==> config.mk <==
export PLATFORM = sky130hd
export DESIGN_NAME = i2c_read_rdata
export DESIGN_NICKNAME = d
export VERILOG_FILES = /design/src/rtl/i2c_read_rdata.sv
export SDC_FILE = /design/constraint.sdc
export NUM_CORES = 1
export LEC_CHECK = 0
export CAP_MARGIN = 20
export CORE_MARGIN = 2
export CORE_UTILIZATION = 53
export CTS_CLUSTER_DIAMETER = 40
export DETAILED_ROUTE_END_ITERATION = 12
export PLACE_DENSITY = 0.8
export SETUP_SLACK_MARGIN = 0.02
export SYNTH_ARGS = -nofsm -noshare
export SYNTH_HDL_FRONTEND = slang
export SYNTH_SLANG_ARGS = --single-unit
==> constraint.sdc <==
create_clock -name PT_CK -period 4.7 [get_ports PT_CK]
set_input_delay 0.705 -clock PT_CK [delete_from_list [all_inputs] [get_ports PT_CK]]
set_output_delay 0.705 -clock PT_CK [all_outputs]
set_load 0.005 [all_outputs]
==> src/rtl/i2c_read_rdata.sv <==
// i2c_read_rdata: bit-banged I2C master that reads 1..MAX_BYTES data bytes from a slave register.
// Bus sequence: START, addr+W, pointer, repeated START, addr+R, N data bytes (ACK all but the
// last, which gets NACK), STOP. One PT_CK cycle is one quarter of an SCL bit.
//
// Ports:
//   PT_CK         quarter-bit clock
//   RESET_N       asynchronous active-low reset
//   GO            level request; must be seen high then low in IDLE/ARM to start
//   SLAVE_ADDRESS [7:1] 7-bit slave address, [0] ignored
//   REG_ADDR      register pointer written before the read
//   BYTE_NUM      bytes to read, 0 treated as 1, clamped to MAX_BYTES
//   SDAI          sampled SDA line
//   SDAO/SCLO     open-drain drives, 1 = release, 0 = pull low
//   END_OK        1 = idle or done, 0 = busy
//   ACK_ERR       slave NACKed an address or pointer byte in the last transaction
//   RDATA         received bytes, last byte in [7:0]
//   BYTE          data bytes received so far
//   ST            current state
module i2c_read_rdata #(
  parameter int unsigned MAX_BYTES = 4
) (
  input  logic                   PT_CK,
  input  logic                   RESET_N,
  input  logic                   GO,
  input  logic [7:0]             SLAVE_ADDRESS,
  input  logic [7:0]             REG_ADDR,
  input  logic [2:0]             BYTE_NUM,
  input  logic                   SDAI,
  output logic                   SDAO,
  output logic                   SCLO,
  output logic                   END_OK,
  output logic                   ACK_ERR,
  output logic [8*MAX_BYTES-1:0] RDATA,
  output logic [2:0]             BYTE,
  output logic [4:0]             ST
);

  localparam int unsigned W = 8 * MAX_BYTES;
  localparam logic [2:0] MaxNum = 3'(MAX_BYTES);

  typedef enum logic [4:0] {
    StIdle   = 5'd0,
    StArm    = 5'd1,
    StStart  = 5'd2,
    StWaddr  = 5'd3,
    StPtr    = 5'd4,
    StRstart = 5'd5,
    StRaddr  = 5'd6,
    StData   = 5'd7,
    StStop   = 5'd8,
    StDone   = 5'd9
  } state_e;

  state_e         state_q, state_d;
  logic [1:0]     step_q, step_d;   // quarter within a bit, or step within START/RSTART/STOP
  logic [3:0]     bit_q, bit_d;     // 0..7 data bits, 8 = acknowledge slot
  logic [6:0]     addr_q;
  logic [7:0]     reg_q;
  logic [2:0]     num_q;
  logic [2:0]     byte_q;
  logic [W-1:0]   rdata_q;
  logic           ack_err_q;
  logic           sdao_q, sdao_d;
  logic           sclo_q, sclo_d;
  logic           end_ok_q, end_ok_d;

  logic           unused_addr_lsb;
  logic           start_txn;
  logic           last_quarter;
  logic           ack_slot;
  logic           more_bytes;
  logic           ctrl_byte;
  logic [2:0]     num_clamped;
  logic [7:0]     tx_byte;
  logic           bit_val;

  assign unused_addr_lsb = SLAVE_ADDRESS[0];

  assign start_txn    = (state_q == StArm) && !GO;
  assign last_quarter = (step_q == 2'd3);
  assign ack_slot     = (bit_q == 4'd8);
  assign more_bytes   = ({1'b0, byte_q} + 4'd1) < {1'b0, num_q};
  assign ctrl_byte    = (state_q == StWaddr) || (state_q == StPtr) || (state_q == StRaddr);

  assign num_clamped = (BYTE_NUM == 3'd0)  ? 3'd1   :
                       (BYTE_NUM > MaxNum) ? MaxNum : BYTE_NUM;

  // State register and datapath registers
  always_ff @(posedge PT_CK or negedge RESET_N) begin
    if (!RESET_N) begin
      state_q   <= StIdle;
      step_q    <= 2'd0;
      bit_q     <= 4'd0;
      addr_q    <= 7'd0;
      reg_q     <= 8'd0;
      num_q     <= 3'd1;
      byte_q    <= 3'd0;
      rdata_q   <= '0;
      ack_err_q <= 1'b0;
      sdao_q    <= 1'b1;
      sclo_q    <= 1'b1;
      end_ok_q  <= 1'b1;
    end else begin
      state_q  <= state_d;
      step_q   <= step_d;
      bit_q    <= bit_d;
      sdao_q   <= sdao_d;
      sclo_q   <= sclo_d;
      end_ok_q <= end_ok_d;
      if (start_txn) begin
        addr_q    <= SLAVE_ADDRESS[7:1];
        reg_q     <= REG_ADDR;
        num_q     <= num_clamped;
        byte_q    <= 3'd0;
        rdata_q   <= '0;
        ack_err_q <= 1'b0;
      end
      if (ctrl_byte && last_quarter && ack_slot && SDAI) begin
        ack_err_q <= 1'b1;
      end
      if ((state_q == StData) && last_quarter) begin
        if (!ack_slot) begin
          rdata_q <= {rdata_q[W-2:0], SDAI};
        end else begin
          byte_q <= byte_q + 3'd1;
        end
      end
    end
  end

  // Next-state logic
  always_comb begin
    state_d = state_q;
    step_d  = step_q;
    bit_d   = bit_q;
    unique case (state_q)
      StIdle: begin
        if (GO) state_d = StArm;
      end
      StArm: begin
        if (!GO) begin
          state_d = StStart;
          step_d  = 2'd0;
          bit_d   = 4'd0;
        end
      end
      StStart: begin
        if (step_q == 2'd1) begin
          state_d = StWaddr;
          step_d  = 2'd0;
          bit_d   = 4'd0;
        end else begin
          step_d = step_q + 2'd1;
        end
      end
      StWaddr, StPtr, StRaddr, StData: begin
        if (!last_quarter) begin
          step_d = step_q + 2'd1;
        end else if (!ack_slot) begin
          step_d = 2'd0;
          bit_d  = bit_q + 4'd1;
        end else begin
          step_d = 2'd0;
          bit_d  = 4'd0;
          if (ctrl_byte && SDAI) begin
            state_d = StStop;
          end else begin
            unique case (state_q)
              StWaddr: state_d = StPtr;
              StPtr:   state_d = StRstart;
              StRaddr: state_d = StData;
              default: state_d = more_bytes ? StData : StStop;
            endcase
          end
        end
      end
      StRstart: begin
        if (step_q == 2'd3) begin
          state_d = StRaddr;
          step_d  = 2'd0;
          bit_d   = 4'd0;
        end else begin
          step_d = step_q + 2'd1;
        end
      end
      StStop: begin
        if (step_q == 2'd2) begin
          state_d = StDone;
          step_d  = 2'd0;
        end else begin
          step_d = step_q + 2'd1;
        end
      end
      StDone:  state_d = StIdle;
      default: state_d = StIdle;
    endcase
  end

  // Output logic: computed from the next state so every output is a register
  always_comb begin
    unique case (state_d)
      StWaddr: tx_byte = {addr_q, 1'b0};
      StPtr:   tx_byte = reg_q;
      StRaddr: tx_byte = {addr_q, 1'b1};
      default: tx_byte = 8'hFF;
    endcase

    if (bit_d == 4'd8) begin
      // Master ACK on data bytes uses the count before the end-of-byte increment
      bit_val = (state_d == StData) ? !more_bytes : 1'b1;
    end else begin
      bit_val = tx_byte[3'd7 - bit_d[2:0]];
    end

    sdao_d   = 1'b1;
    sclo_d   = 1'b1;
    end_ok_d = 1'b0;
    unique case (state_d)
      StIdle, StArm, StDone: begin
        end_ok_d = 1'b1;
      end
      StStart: begin
        sdao_d = 1'b0;
        sclo_d = (step_d == 2'd0);
      end
      StRstart: begin
        sdao_d = (step_d < 2'd2);
        sclo_d = ^step_d;
      end
      StStop: begin
        sdao_d = (step_d == 2'd2);
        sclo_d = (step_d != 2'd0);
      end
      default: begin
        // Q0 lowers SCL with SDA held; SDA only moves in Q1
        sclo_d = step_d[1];
        sdao_d = (step_d == 2'd0) ? sdao_q : bit_val;
      end
    endcase
  end

  assign SDAO    = sdao_q;
  assign SCLO    = sclo_q;
  assign END_OK  = end_ok_q;
  assign ACK_ERR = ack_err_q;
  assign RDATA   = rdata_q;
  assign BYTE    = byte_q;
  assign ST      = state_q;

endmodule

* Word level (Yosys, flattened, before mapping)
Index checks and enable logic that the tools add are counted.
Cells by class: muxes and demuxes 41, reductions and logical operators 20, $lt $le $gt $ge 4, add/sub/neg operators 5, eq/ne operators 24
Operator list (number):
- 32-bit 2-to-1 mux | 3
- 5-bit by 3-bit equality test with 1-bit output (second input constant) | 8
- 5-bit 2-to-1 mux | 7
- 5-bit one-hot mux with 6 select lines | 1
- 4-bit 2-to-1 mux | 7
- 8-bit one-hot mux with 3 select lines | 1
- 5-bit by 2-bit equality test with 1-bit output (second input constant) | 4
- 4-bit one-hot mux with 4 select lines | 1
- 5-bit by 4-bit equality test with 1-bit output (second input constant) | 3
- 3-bit 2-to-1 mux | 5
- 4-bit one-hot mux with 3 select lines | 1
- 5-bit by 1-bit equality test with 1-bit output (second input constant) | 2
- 5-bit logical NOT | 2
- 4-bit equality test (second input constant) | 2
- 2-bit 2-to-1 mux | 4
- 1-bit one-hot mux with 4 select lines | 2
- 2-bit one-hot mux with 4 select lines | 1
- 1-bit 2-to-1 mux | 7
- 2-bit equality test (second input constant) | 3
- 1-bit logical AND | 6
- 5-bit by 1-bit != test with 1-bit output (second input constant) | 1
- 5-bit OR reduction | 1
- 3-bit by 1-bit adder with 4-bit output (second input constant) | 1
- 4-bit by 1-bit adder with 4-bit output (second input constant) | 1
- other kinds (17) | 20
Storage, ports and cells: flip-flop bits (word level) 68

* Depth between registers and ports, before layout
word-level depth 15, mapped depth 14

* Worst setup path before layout
No wires, ideal clock.
path kind register to register, from register byte_q[0] (netlist: BYTE[0]), to register sdao_q (netlist: SDAO), stages on the path, launching flop included 14, period minus slack after synthesis 2.731 ns, arrival 2.650 ns, required time 4.619 ns, setup slack 1.969 ns, setup time 0.081 ns, path through dfrtp_1 -> ha_1 -> xor2_1 -> ha_1 -> o21ai_0 -> o21ai_0 -> mux2_2 -> o21a_1 -> buf_6 -> mux2i_1 -> a211oi_2 -> nand2_1 -> a31o_1 -> a211oi_2
On the way: cells in the longest elaborated chain, start to end 15, elaborated cells on any way between the ends 28, those cells by class add/sub (1); order compare (1); eq/ne (10); mux (13); reduce/logical (3)
Ends and longest elaborated chain:
- from (decl) | line 60 | logic [2:0] byte_q;
- from (signal assigned) | line 125 | byte_q <= byte_q + 3'd1;
- 3-bit by 1-bit adder with 4-bit output * | line 82 | assign more_bytes = ({1'b0, byte_q} + 4'd1) < {1'b0, num_q};
- 4-bit by 3-bit less-than comparator with 1-bit output * | line 82
- 4-bit 2-to-1 mux | line 172 | default: state_d = more_bytes ? StData : StStop;
- 4-bit one-hot mux with 3 select lines | line 168 | unique case (state_q)
- 4-bit 2-to-1 mux | line 165 | if (ctrl_byte && SDAI) begin
- 5-bit 2-to-1 mux | line 159 | end else if (!ack_slot) begin
- 5-bit 2-to-1 mux | line 157 | if (!last_quarter) begin
- 5-bit one-hot mux with 6 select lines | line 136 | unique case (state_q)
- 5-bit by 3-bit equality test with 1-bit output or 5-bit by 2-bit equality test with 1-bit output (tied branches) | line 201 | unique case (state_d)
- 8-bit one-hot mux with 3 select lines | line 201
- 1-bit binary-select mux with 3-bit select | line 212 | bit_val = tx_byte[3'd7 - bit_d[2:0]];
- 1-bit 2-to-1 mux (not written as such) | line 212
- 1-bit 2-to-1 mux | line 208 | if (bit_d == 4'd8) begin
- 1-bit 2-to-1 mux | line 237 | sdao_d = (step_d == 2'd0) ? sdao_q : bit_val;
- 1-bit one-hot mux with 4 select lines | line 218 | unique case (state_d)
- to (signal assigned) | line 107 | sdao_q <= sdao_d;
- to (decl) | line 63 | logic sdao_q, sdao_d;
Mark *: on every way between the ends. The rest lies on a longest branch, timed or not. The select of a mux whose other input is x is not followed. A chain may end at the register's enable or synchronous reset.

* Worst setup path in the final report
Ends and elaborated chain as after synthesis.

==> impl_results.md <==
* Syn nets at 467
* Ranking of synthesized cells by area: dfrtp_1 43%, nand2_1 13%, o21ai_0 5.9%
* Vias in the first global route at 2963
* Place WS at 1.36 ns
* Post-Route Setup TNS at 0 ns
* Status: completed
* Crit-path max FO at 9
* Minimum clock period at 3.33 ns
* DR WL/cell at 14.5 um
* Mapped Cells at 431
* Post-route ant nets at 0
* H-tree Lvls at 3
* Leakage dissipation at 0.00202 uW
* Synth top area share at 0.430
* Clock slew at reported path FFs at 0.08 ns
* Period utilization at 0.709
* Ratio of cells with drive above 1 in the final layout at 0.0894
* Die X at 87.8 um
* CP Launch Point: BYTE[0]
* Syn Area/Cell at 8.64 um^2
* Area delta synth->final at 24.0%
* Post-CTS Hold Fix Bufs at 0
* Crit end category: register
* CTS root buf: clkbuf_8
* Slew HR at 0.462
* Die Y at 87.8 um
* Final HPWL DP at 5.86 mm
* Seq/Total Area, Yosys at 0.458
* HP Class: input port to asynchronous set/reset pin
* Final Skew at 0.0107 ns
* #FFs+latches synth at 68
* Remaining DRCs at 0
* Port bufs at 65
* Fmax at 300 MHz
* Synth warnings at 0
* Largest net degree at the start of global routing at 65
* Crit path kind: register to register
* Total grt overflow at 0
* Launch point of the worst reg-to-reg path: BYTE[0]
* ANT cells at 0
* Slew Viols, Final at 0
* Data required, critical path at 4.97 ns
* Synth top cells by count: 131 x nand2_1, 64 x dfrtp_1, 44 x o21ai_0
* DR iter-0 viols at 291
* Peak supply drop at 321 uV
* Post-cts sizing count at 0
* First-pass DRT Iterations at 5
* Initial antenna violation count at 0
* Final nets at 523
* CP startpoint kind: register
* Max_cap viols at 0
* # setup viols final at 0
* Cell with the most instances after synthesis: nand2_1
* Pwr dens at 333 nW/um^2
* Post-synth top flop: dfrtp_1
* Worst EP arrival at 3.61 ns
* R2R depth at 12
* Fin worst setup slack at 1.37 ns
* Cell Area, Synth at 3720 um^2
* Via count at 3253
* First-pass GRT wire length at 14.2 mm
* Reg2reg setup slack at 1.37 ns
* Worst Tran Pin Value at 0.804 ns
* EDFF count, synth at 0
* Clk_lat worst skew at 0.35 ns
* Routability Congestion at 0.885
* Number of top-level pins at 67
* Area leader, netlist: dfrtp_1
* Placeable Area at 6790 um^2
* Clock buffer depth at 2
* GRT Util Overall at 0.236
* CTS Buf Count at 9
* Endpoints failing hold at 0
* FP Rows at 30
* Initial core utilization at 0.548
* Post-CTS setup buffers at 0
* CTS sink count at 68
* Die area at 7710 um^2
* Number of vias per cell at 5.53
* RSZ-0062 raised after global routing: false
* Total Routed Length at 8.52 mm
* Asr flop ratio synth at 1.00
* CTS tree: yes
* Synth cell types at 61
==> path summary, 6_finish.rpt <==
kind,end
worst max-delay path,SDAO
worst min-delay path,RDATA[17]
worst max register to register,SDAO
worst min register to register,addr_q[0]
max in group asynchronous,num_q[0]
min in group PT_CK,addr_q[0]
==> cells by family after synthesis <==
kind of cell,Yosys count,synth area share
xor+xnor,2,0.00471
flops,68,0.458
compound gates,99,0.178
buf+inv,40,0.0501
mux,6,0.0178
other cells,1,0.00101
fa+ha+maj,13,0.0437
simple gates,202,0.246
==> final cells by class <==
cell class | count | area, um^2
Clock buffer | 10 | 138
Clock inverter | 6 | 47.5
Fill cell | 557 | 2180
Inverter | 16 | 72.6
Multi-Input combinational cell | 323 | 1840
Sequential cell | 68 | 1710
Tap cell | 96 | 120
Timing Repair Buffer | 69 | 688
==> placed cells by master, fill, tap and decap left out, types with 5 or more instances in the layout <==
master           count
a211o_1              5
a21oi_1              7
a31oi_1              6
clkbuf_8            10
clkdlybuf4s50_1     64
dfrtp_1             64
ha_1                13
inv_1               15
nand2_1            131
nand2b_1             5
nand3_1             10
nor2_1              17
nor3_1               6
o21ai_0             44
==> critical path, cell delays in order (launching register included) <==
cell      delay [ns]
dfrtp_1         0.44
ha_1            0.26
xor2_1          0.15
ha_1            0.26
o21ai_0         0.06
o21ai_0         0.34
mux2_2          0.30
o21a_1          0.51
mux2i_1         0.17
a211oi_2        0.24
nand2_1         0.07
a31o_1          0.23
a211oi_2        0.21
==> per-stage QoR <==
| stage | area (um^2) | std cells | total power [uW] | utilization | hold slack [ns] |
|---|---|---|---|---|---|
| finish | 4620 | 588 | 1540 | 0.679 | 0.414 |
| global route | 4620 | 588 | 1630 | 0.679 | 0.477 |
| CTS | 4600 | 587 | 1550 | 0.676 | 0.430 |
| detailed placement | 4410 | 571 | 1100 | 0.649 | 0.463 |
| global placement | 4410 | 571 | 1080 | 0.649 | 0.453 |
| floorplan | 3720 | 431 | 929 | - | 0.409 |
==> state kept, by name (all words and copies together) (netlist names) <==
register  count
ACK_ERR       1
addr_q        7
ST            5
num_q         3
END_OK        1
BYTE          3
bit_q         4
reg_q         8
SDAO          1
SCLO          1
step_q        2
RDATA        32
==> metal layers <==
metal / wire length (um) / vias to the layer above / track usage
li1: - / 1597 / -
met1: 3890 / 1559 / 0.323
met2: 4130 / 91 / 0.376
met3: 410 / 6 / 0.0537
met4: 78 / 0 / 0.0727
met5: 0 / - / 0
==> power by group <==
part | internal, uW | switching, uW
registers | 675 | 77.7
logic | 172 | 165
clock network | 208 | 241
Power figures use the tool's default switching activity.
